--- src/rtl/iter_compare_unit_if.sv ---
// Request/response bundle for iter_compare_unit: operand handshake in, flag handshake out.
// master = requester side, slave = compare unit.
interface iter_compare_unit_if #(
  parameter int WIDTH = 32
);
  logic             in_valid;
  logic             in_ready;
  logic [WIDTH-1:0] a;
  logic [WIDTH-1:0] b;
  logic [2:0]       op;
  logic             out_valid;
  logic             out_ready;
  logic [WIDTH-1:0] result;
  logic             busy;

  modport master (
    output in_valid, a, b, op, out_ready,
    input  in_ready, out_valid, result, busy
  );

  modport slave (
    input  in_valid, a, b, op, out_ready,
    output in_ready, out_valid, result, busy
  );
endinterface

--- src/rtl/iter_compare_unit.sv ---
// Multi-cycle set-on-compare unit: scans operands MSB-first, CHUNK bits per cycle.
// Optional macro CMP_EARLY_EXIT_EN finishes on the first differing chunk.
module iter_compare_unit #(
  parameter int WIDTH = 32,
  parameter int CHUNK = 8
) (
  input  logic clk,
  input  logic rst,
  iter_compare_unit_if.slave bus
);
  localparam int N  = WIDTH / CHUNK;
  localparam int CW = (N > 1) ? $clog2(N) : 1;

  typedef enum logic [1:0] {IDLE, RUN, DONE} state_t;

  state_t           state_reg;
  logic [WIDTH-1:0] sa_reg;
  logic [WIDTH-1:0] sb_reg;
  logic [2:0]       op_reg;
  logic             gt_reg;
  logic             lt_reg;
  logic [CW-1:0]    cnt_reg;
  logic [WIDTH-1:0] result_reg;
  logic             in_ready_reg;
  logic             out_valid_reg;
  logic             busy_reg;

  logic [CHUNK-1:0] top_a;
  logic [CHUNK-1:0] top_b;
  logic             locked;
  logic             gt_next;
  logic             lt_next;
  logic             last_chunk;
  logic             finish;
  logic             flag;
  logic             signed_mode;
  logic [WIDTH-1:0] msb_flip;

  // Flipping the sign bit maps two's-complement order onto unsigned order.
  assign signed_mode = (bus.op == 3'b000) || (bus.op == 3'b010) ||
                       (bus.op == 3'b110) || (bus.op == 3'b111);
  assign msb_flip    = {signed_mode, {(WIDTH-1){1'b0}}};

  assign top_a      = sa_reg[WIDTH-1 -: CHUNK];
  assign top_b      = sb_reg[WIDTH-1 -: CHUNK];
  assign locked     = gt_reg | lt_reg;
  assign gt_next    = locked ? gt_reg : (top_a > top_b);
  assign lt_next    = locked ? lt_reg : (top_a < top_b);
  assign last_chunk = (cnt_reg == CW'(N - 1));

`ifdef CMP_EARLY_EXIT_EN
  assign finish = last_chunk || gt_next || lt_next;
`else
  assign finish = last_chunk;
`endif

  always_comb begin
    flag = 1'b0;
    case (op_reg)
      3'b000, 3'b001: flag = lt_next;
      3'b010, 3'b011: flag = gt_next;
      3'b100:         flag = !gt_next && !lt_next;
      3'b101:         flag = gt_next || lt_next;
      3'b110:         flag = !gt_next;
      default:        flag = !lt_next;
    endcase
  end

  always_ff @(posedge clk or posedge rst) begin
    if (rst) begin
      state_reg     <= IDLE;
      sa_reg        <= '0;
      sb_reg        <= '0;
      op_reg        <= '0;
      gt_reg        <= 1'b0;
      lt_reg        <= 1'b0;
      cnt_reg       <= '0;
      result_reg    <= '0;
      in_ready_reg  <= 1'b1;
      out_valid_reg <= 1'b0;
      busy_reg      <= 1'b0;
    end else begin
      case (state_reg)
        IDLE: begin
          if (bus.in_valid) begin
            sa_reg       <= bus.a ^ msb_flip;
            sb_reg       <= bus.b ^ msb_flip;
            op_reg       <= bus.op;
            gt_reg       <= 1'b0;
            lt_reg       <= 1'b0;
            cnt_reg      <= '0;
            in_ready_reg <= 1'b0;
            busy_reg     <= 1'b1;
            state_reg    <= RUN;
          end
        end
        RUN: begin
          gt_reg  <= gt_next;
          lt_reg  <= lt_next;
          sa_reg  <= sa_reg << CHUNK;
          sb_reg  <= sb_reg << CHUNK;
          cnt_reg <= cnt_reg + CW'(1);
          if (finish) begin
            result_reg    <= WIDTH'(flag);
            out_valid_reg <= 1'b1;
            state_reg     <= DONE;
          end
        end
        DONE: begin
          if (bus.out_ready) begin
            out_valid_reg <= 1'b0;
            in_ready_reg  <= 1'b1;
            busy_reg      <= 1'b0;
            state_reg     <= IDLE;
          end
        end
        default: state_reg <= IDLE;
      endcase
    end
  end

  assign bus.in_ready  = in_ready_reg;
  assign bus.out_valid = out_valid_reg;
  assign bus.result    = result_reg;
  assign bus.busy      = busy_reg;
endmodule

--- src/flat_wrapper.sv ---
// flat-port wrapper written by rule: the top's interface ports become plain ports
module iter_compare_unit_flat 
#(
  parameter int WIDTH = 32,
  parameter int CHUNK = 8
)
  (clk, rst, bus_in_valid, bus_a, bus_b, bus_op, bus_out_ready, bus_in_ready, bus_out_valid, bus_result, bus_busy);
  iter_compare_unit_if #(.WIDTH(WIDTH)) bus_i ();
  input  logic clk;
  input  logic rst;
  input wire logic [$bits(bus_i.in_valid)-1:0] bus_in_valid;
  input wire logic [$bits(bus_i.a)-1:0] bus_a;
  input wire logic [$bits(bus_i.b)-1:0] bus_b;
  input wire logic [$bits(bus_i.op)-1:0] bus_op;
  input wire logic [$bits(bus_i.out_ready)-1:0] bus_out_ready;
  output wire logic [$bits(bus_i.in_ready)-1:0] bus_in_ready;
  output wire logic [$bits(bus_i.out_valid)-1:0] bus_out_valid;
  output wire logic [$bits(bus_i.result)-1:0] bus_result;
  output wire logic [$bits(bus_i.busy)-1:0] bus_busy;
  assign bus_i.in_valid = bus_in_valid;
  assign bus_i.a = bus_a;
  assign bus_i.b = bus_b;
  assign bus_i.op = bus_op;
  assign bus_i.out_ready = bus_out_ready;
  assign bus_in_ready = bus_i.in_ready;
  assign bus_out_valid = bus_i.out_valid;
  assign bus_result = bus_i.result;
  assign bus_busy = bus_i.busy;
  iter_compare_unit #(.WIDTH(WIDTH), .CHUNK(CHUNK)) u_core (.clk(clk), .rst(rst), .bus(bus_i));
endmodule
--- config.mk ---
export PLATFORM = sky130hd
export DESIGN_NAME = iter_compare_unit_flat
export DESIGN_NICKNAME = d
export VERILOG_FILES = /design/src/rtl/iter_compare_unit_if.sv /design/src/rtl/iter_compare_unit.sv /design/src/flat_wrapper.sv
export SDC_FILE = /design/constraint.sdc
export NUM_CORES = 1
export LEC_CHECK = 0
export BUFFER_PORTS_ARGS = -buffer_cell sky130_fd_sc_hd__buf_2
export CORE_UTILIZATION = 30
export DETAILED_ROUTE_END_ITERATION = 10
export GPL_TIMING_DRIVEN = 0
export PLACE_DENSITY_LB_ADDON = 0.2
export SLEW_MARGIN = 20
export SYNTH_ARGS = -nofsm -noshare
export SYNTH_HDL_FRONTEND = slang
export SYNTH_SLANG_ARGS = --single-unit
--- constraint.sdc ---
create_clock -name clk -period 6.8 [get_ports clk]
set_input_delay 1.36 -clock clk [delete_from_list [all_inputs] [get_ports clk]]
set_output_delay 1.36 -clock clk [all_outputs]
set_load 0.05 [all_outputs]
==> flow_summary_export.csv <==
group,metric,value,unit
status,status,"complete, no violations",
setup_path,r2r_end,"u_core.bus.result[0]$_DFFE_PP0P_",
floorplan,fp-row-count,40,
drt,drt-vias-per-instance,4.58,
grt,grt_max_degree,42,
drt,vias,3068,
sta,skew,0.00370,ns
synth,synth_area_per_cell,9.14,sq um
placed_design,hpwl,7.06,mm
layout,drive_above_1_share,26.2,%
clocking,clock-sinks,77,
setup_path,worstPathArrival,2.70,ns
power_and_ir_drop,p_clk_share,22.2,%
power_and_ir_drop,switching_power,903,uW
synth,synthMuxAreaShare,0.579,%
clocking,cts_tree,"yes",
clocking,clk_pin_slew,0.06,ns
clocking,root_buffer,"clkbuf_16",
sta,worstMarginPinSlew,0.613,ns
sta,fin_hold_ws,0.472,ns
placed_design,gp_congestion,0.750,
layout,diodes,0,
setup_path,critPathLaunchType,"primary input",
floorplan,core_region_area,0.0120,sq mm
synth,synth_top_family_by_area,"simple AND/OR/NAND/NOR gates",
synth,yosys_warnings,0,
placed_design,place_area,0.00436,sq mm
synth,synthSimpleGateAreaFrac,18.6,%
clocking,cts-resized-gates,0,
clocking,cts_made_buffers,9,
layout,final_common_cell,"nand2_1",
sta,slew_viol_final,0,
flow_run,cap_violations,0,
synth,synth_area,0.00367,sq mm
worst_hold_path,worstHoldPathType,"flop to flop",
worst_hold_path,holdPathStages,2,
power_and_ir_drop,power.density,476,mW/mm^2
clocking,clk_path_buf_depth,2,
sta,finalSetupViolCount,0,
setup_path,r2r_setup_slack,4.70,ns
placed_design,io_buffers,74,
drt,first_pass_iters,4,
clocking,clock_latency,0.33,ns
drt,drc,0,
sta,finalSetupTns,0,ns
clocking,htreeDepth,3,
synth,synthAdderAreaFrac,3.07,%
layout,fin_area,0.00467,sq mm
grt,grt_overflow_total,0,
sta,rsz0062_at_grt,"no",
sta,relSlewSlack,59.1,%
worst_hold_path,min_to,"u_core.bus.in_ready$_DFFE_PP1P_",
synth,synth_compound_area_share,14.5,%
drt,drt_iter0_drc,200,
layout,area_growth_syn_to_layout,27.3,%
layout,nets,598,
power_and_ir_drop,p_int,1320,uW
layout,layout_common_cells,"nand2_1, buf_2, dfrtp_1",
grt,grt_first_pass_wirelength,15.7,mm
clocking,ctsHoldBuffers,0,
synth,seq_area_frac_synth,52.5,%
synth,synth_cell_types,34,
worst_hold_path,holdCritStartpoint,"u_core.bus.in_ready$_DFFE_PP1P_",
synth,synth-xor-area-share,0.477,%
synth,syn_inst,402,
grt,antenna_found_initial,0,
synth,ys_ff_latch,77,
power_and_ir_drop,switching_share,40.6,%
floorplan,die_h,113,um
power_and_ir_drop,power.leakage,0.00243,uW
setup_path,required,6.97,ns
drt,final_antenna_net_count,0,
power_and_ir_drop,ir_worst_vdd,157,uV
sta,post-route-min-period,2.52,ns
grt,grtUsageTotal,16.4,%
power_and_ir_drop,pwr-share-comb,42.3,%
drt,post_drt_wl_per_cell,14.5,um
setup_path,crit_type,"primary input to flop",
setup_path,r2r_start,"u_core.sb_reg[25]$_DFFE_PP0P_",
floorplan,start_util,30.7,%
floorplan,ioPinCount,106,
sta,fmax,396,MHz
setup_path,cp_max_fo,10,
setup_path,end_kind,"flop",
grt,grt_pass1_vias,3017,
power_and_ir_drop,p_seq_share,35.5,%
floorplan,die_area,0.0127,sq mm
sta,hold_viol_final,0,
clocking,post_cts_buffers,0,
setup_path,ff2ff_path_depth,8,
drt,wl,9.74,mm
sta,finalCritPeriodShare,37.1,%
floorplan,chipWidth,113,um
cells in the mapped netlist (all sizes together):
cell	number	area share [%]
a21boi	1	0.20
dfrtp	76	52
nand3	17	2.3
dfstp	1	0.72
nand4	3	0.51
mux2	1	0.31
a22oi	31	6.3
o22ai	17	2.9
o221ai	1	0.24
inv	15	1.5
conb	1	0.10
xnor2	2	0.48
buf	42	7.7
nand2b	3	0.51
o41ai	1	0.44
nor2	39	4.1
a211oi	2	0.41
o211ai	4	0.95
o21ai	12	1.6
o311a	1	0.27
clkbuf	10	1.0
nand2	97	9.9
a21oi	8	1.1
or2	1	0.17
nor2b	4	0.75
ha	9	3.1
mux2i	1	0.27
nor3	2	0.27
through the flow:
| step | worst slack [ns] | std cells | power (uW) | utilization, % |
|---|---|---|---|---|
| after global placement | 2.39 | 653 | 1720 | 36.3 |
| after floorplan | 3.47 | 432 | 1470 | - |
| after detailed placement | 3.93 | 654 | 1740 | 36.5 |
| after CTS | 4.28 | 670 | 2250 | 39.1 |
| after global routing | 4.21 | 670 | 2420 | 39.1 |
| final | 4.28 | 670 | 2220 | 39.1 |
routing by layer:
metal | vias up | global-route usage [%] | wire (um)
met4 | 0 | 6.04 | 106
met2 | 77 | 26.7 | 4600
met1 | 1458 | 21.7 | 4650
li1 | 1527 | - | -
met3 | 6 | 2.97 | 378
met5 | - | 0 | 0
area by class of cell:
| class | count | area, sq um |
|---|---|---|
| buffer | 52 | 319 |
| clock buffer | 12 | 267 |
| clock inverter | 4 | 45.0 |
| fill | 1225 | 7290 |
| inverter | 15 | 58.8 |
| multi-input combinational | 288 | 1480 |
| sequential | 77 | 1930 |
| tap | 147 | 184 |
| timing repair buffer | 75 | 390 |
how the worst max path moves through the flow:
stage | cells past startpoint | endpoint | startpoint
2_1_floorplan | 1 | u_core.bus.busy$_DFFE_PP0P_ | rst
3_3_place_gp | 2 | u_core.sa_reg[1]$_DFFE_PP0P_ | rst
3_5_place_dp | 6 | u_core.sb_reg[31]$_DFFE_PP0P_ | bus_in_valid
4_1_cts | 6 | u_core.sb_reg[31]$_DFFE_PP0P_ | bus_in_valid
5_1_grt | 6 | u_core.sb_reg[31]$_DFFE_PP0P_ | bus_in_valid
6_report | 6 | u_core.sb_reg[31]$_DFFE_PP0P_ | bus_in_valid
power groups by stage:
stage / registers, uW / logic [uW] / clock network (uW)
floorplan: 784 / 685 / 0
global placement: 791 / 924 / 0
detailed placement: 797 / 947 / 0
CTS: 789 / 953 / 505
global route: 816 / 1070 / 525
finish: 789 / 941 / 494
worst max-delay path: stages:
cell and delay, ns:
buf_2 0.09, nand2b_1 0.14, or2_2 0.15, buf_2 0.26, buf_1 0.50, o221ai_1 0.20
cells by family (layout without fill, tap and decap cells):
group / Yosys count / after routing
buffers and inverters: 67 / 158
other: 1 / 31
muxes: 2 / 2
xor gates and xnor gates: 2 / 2
DFF: 77 / 77
and+or+nand+nor: 166 / 166
adders and majority gates: 9 / 9
AOI/OAI and AO/OA: 78 / 78
(Power assumes the default switching activity.)
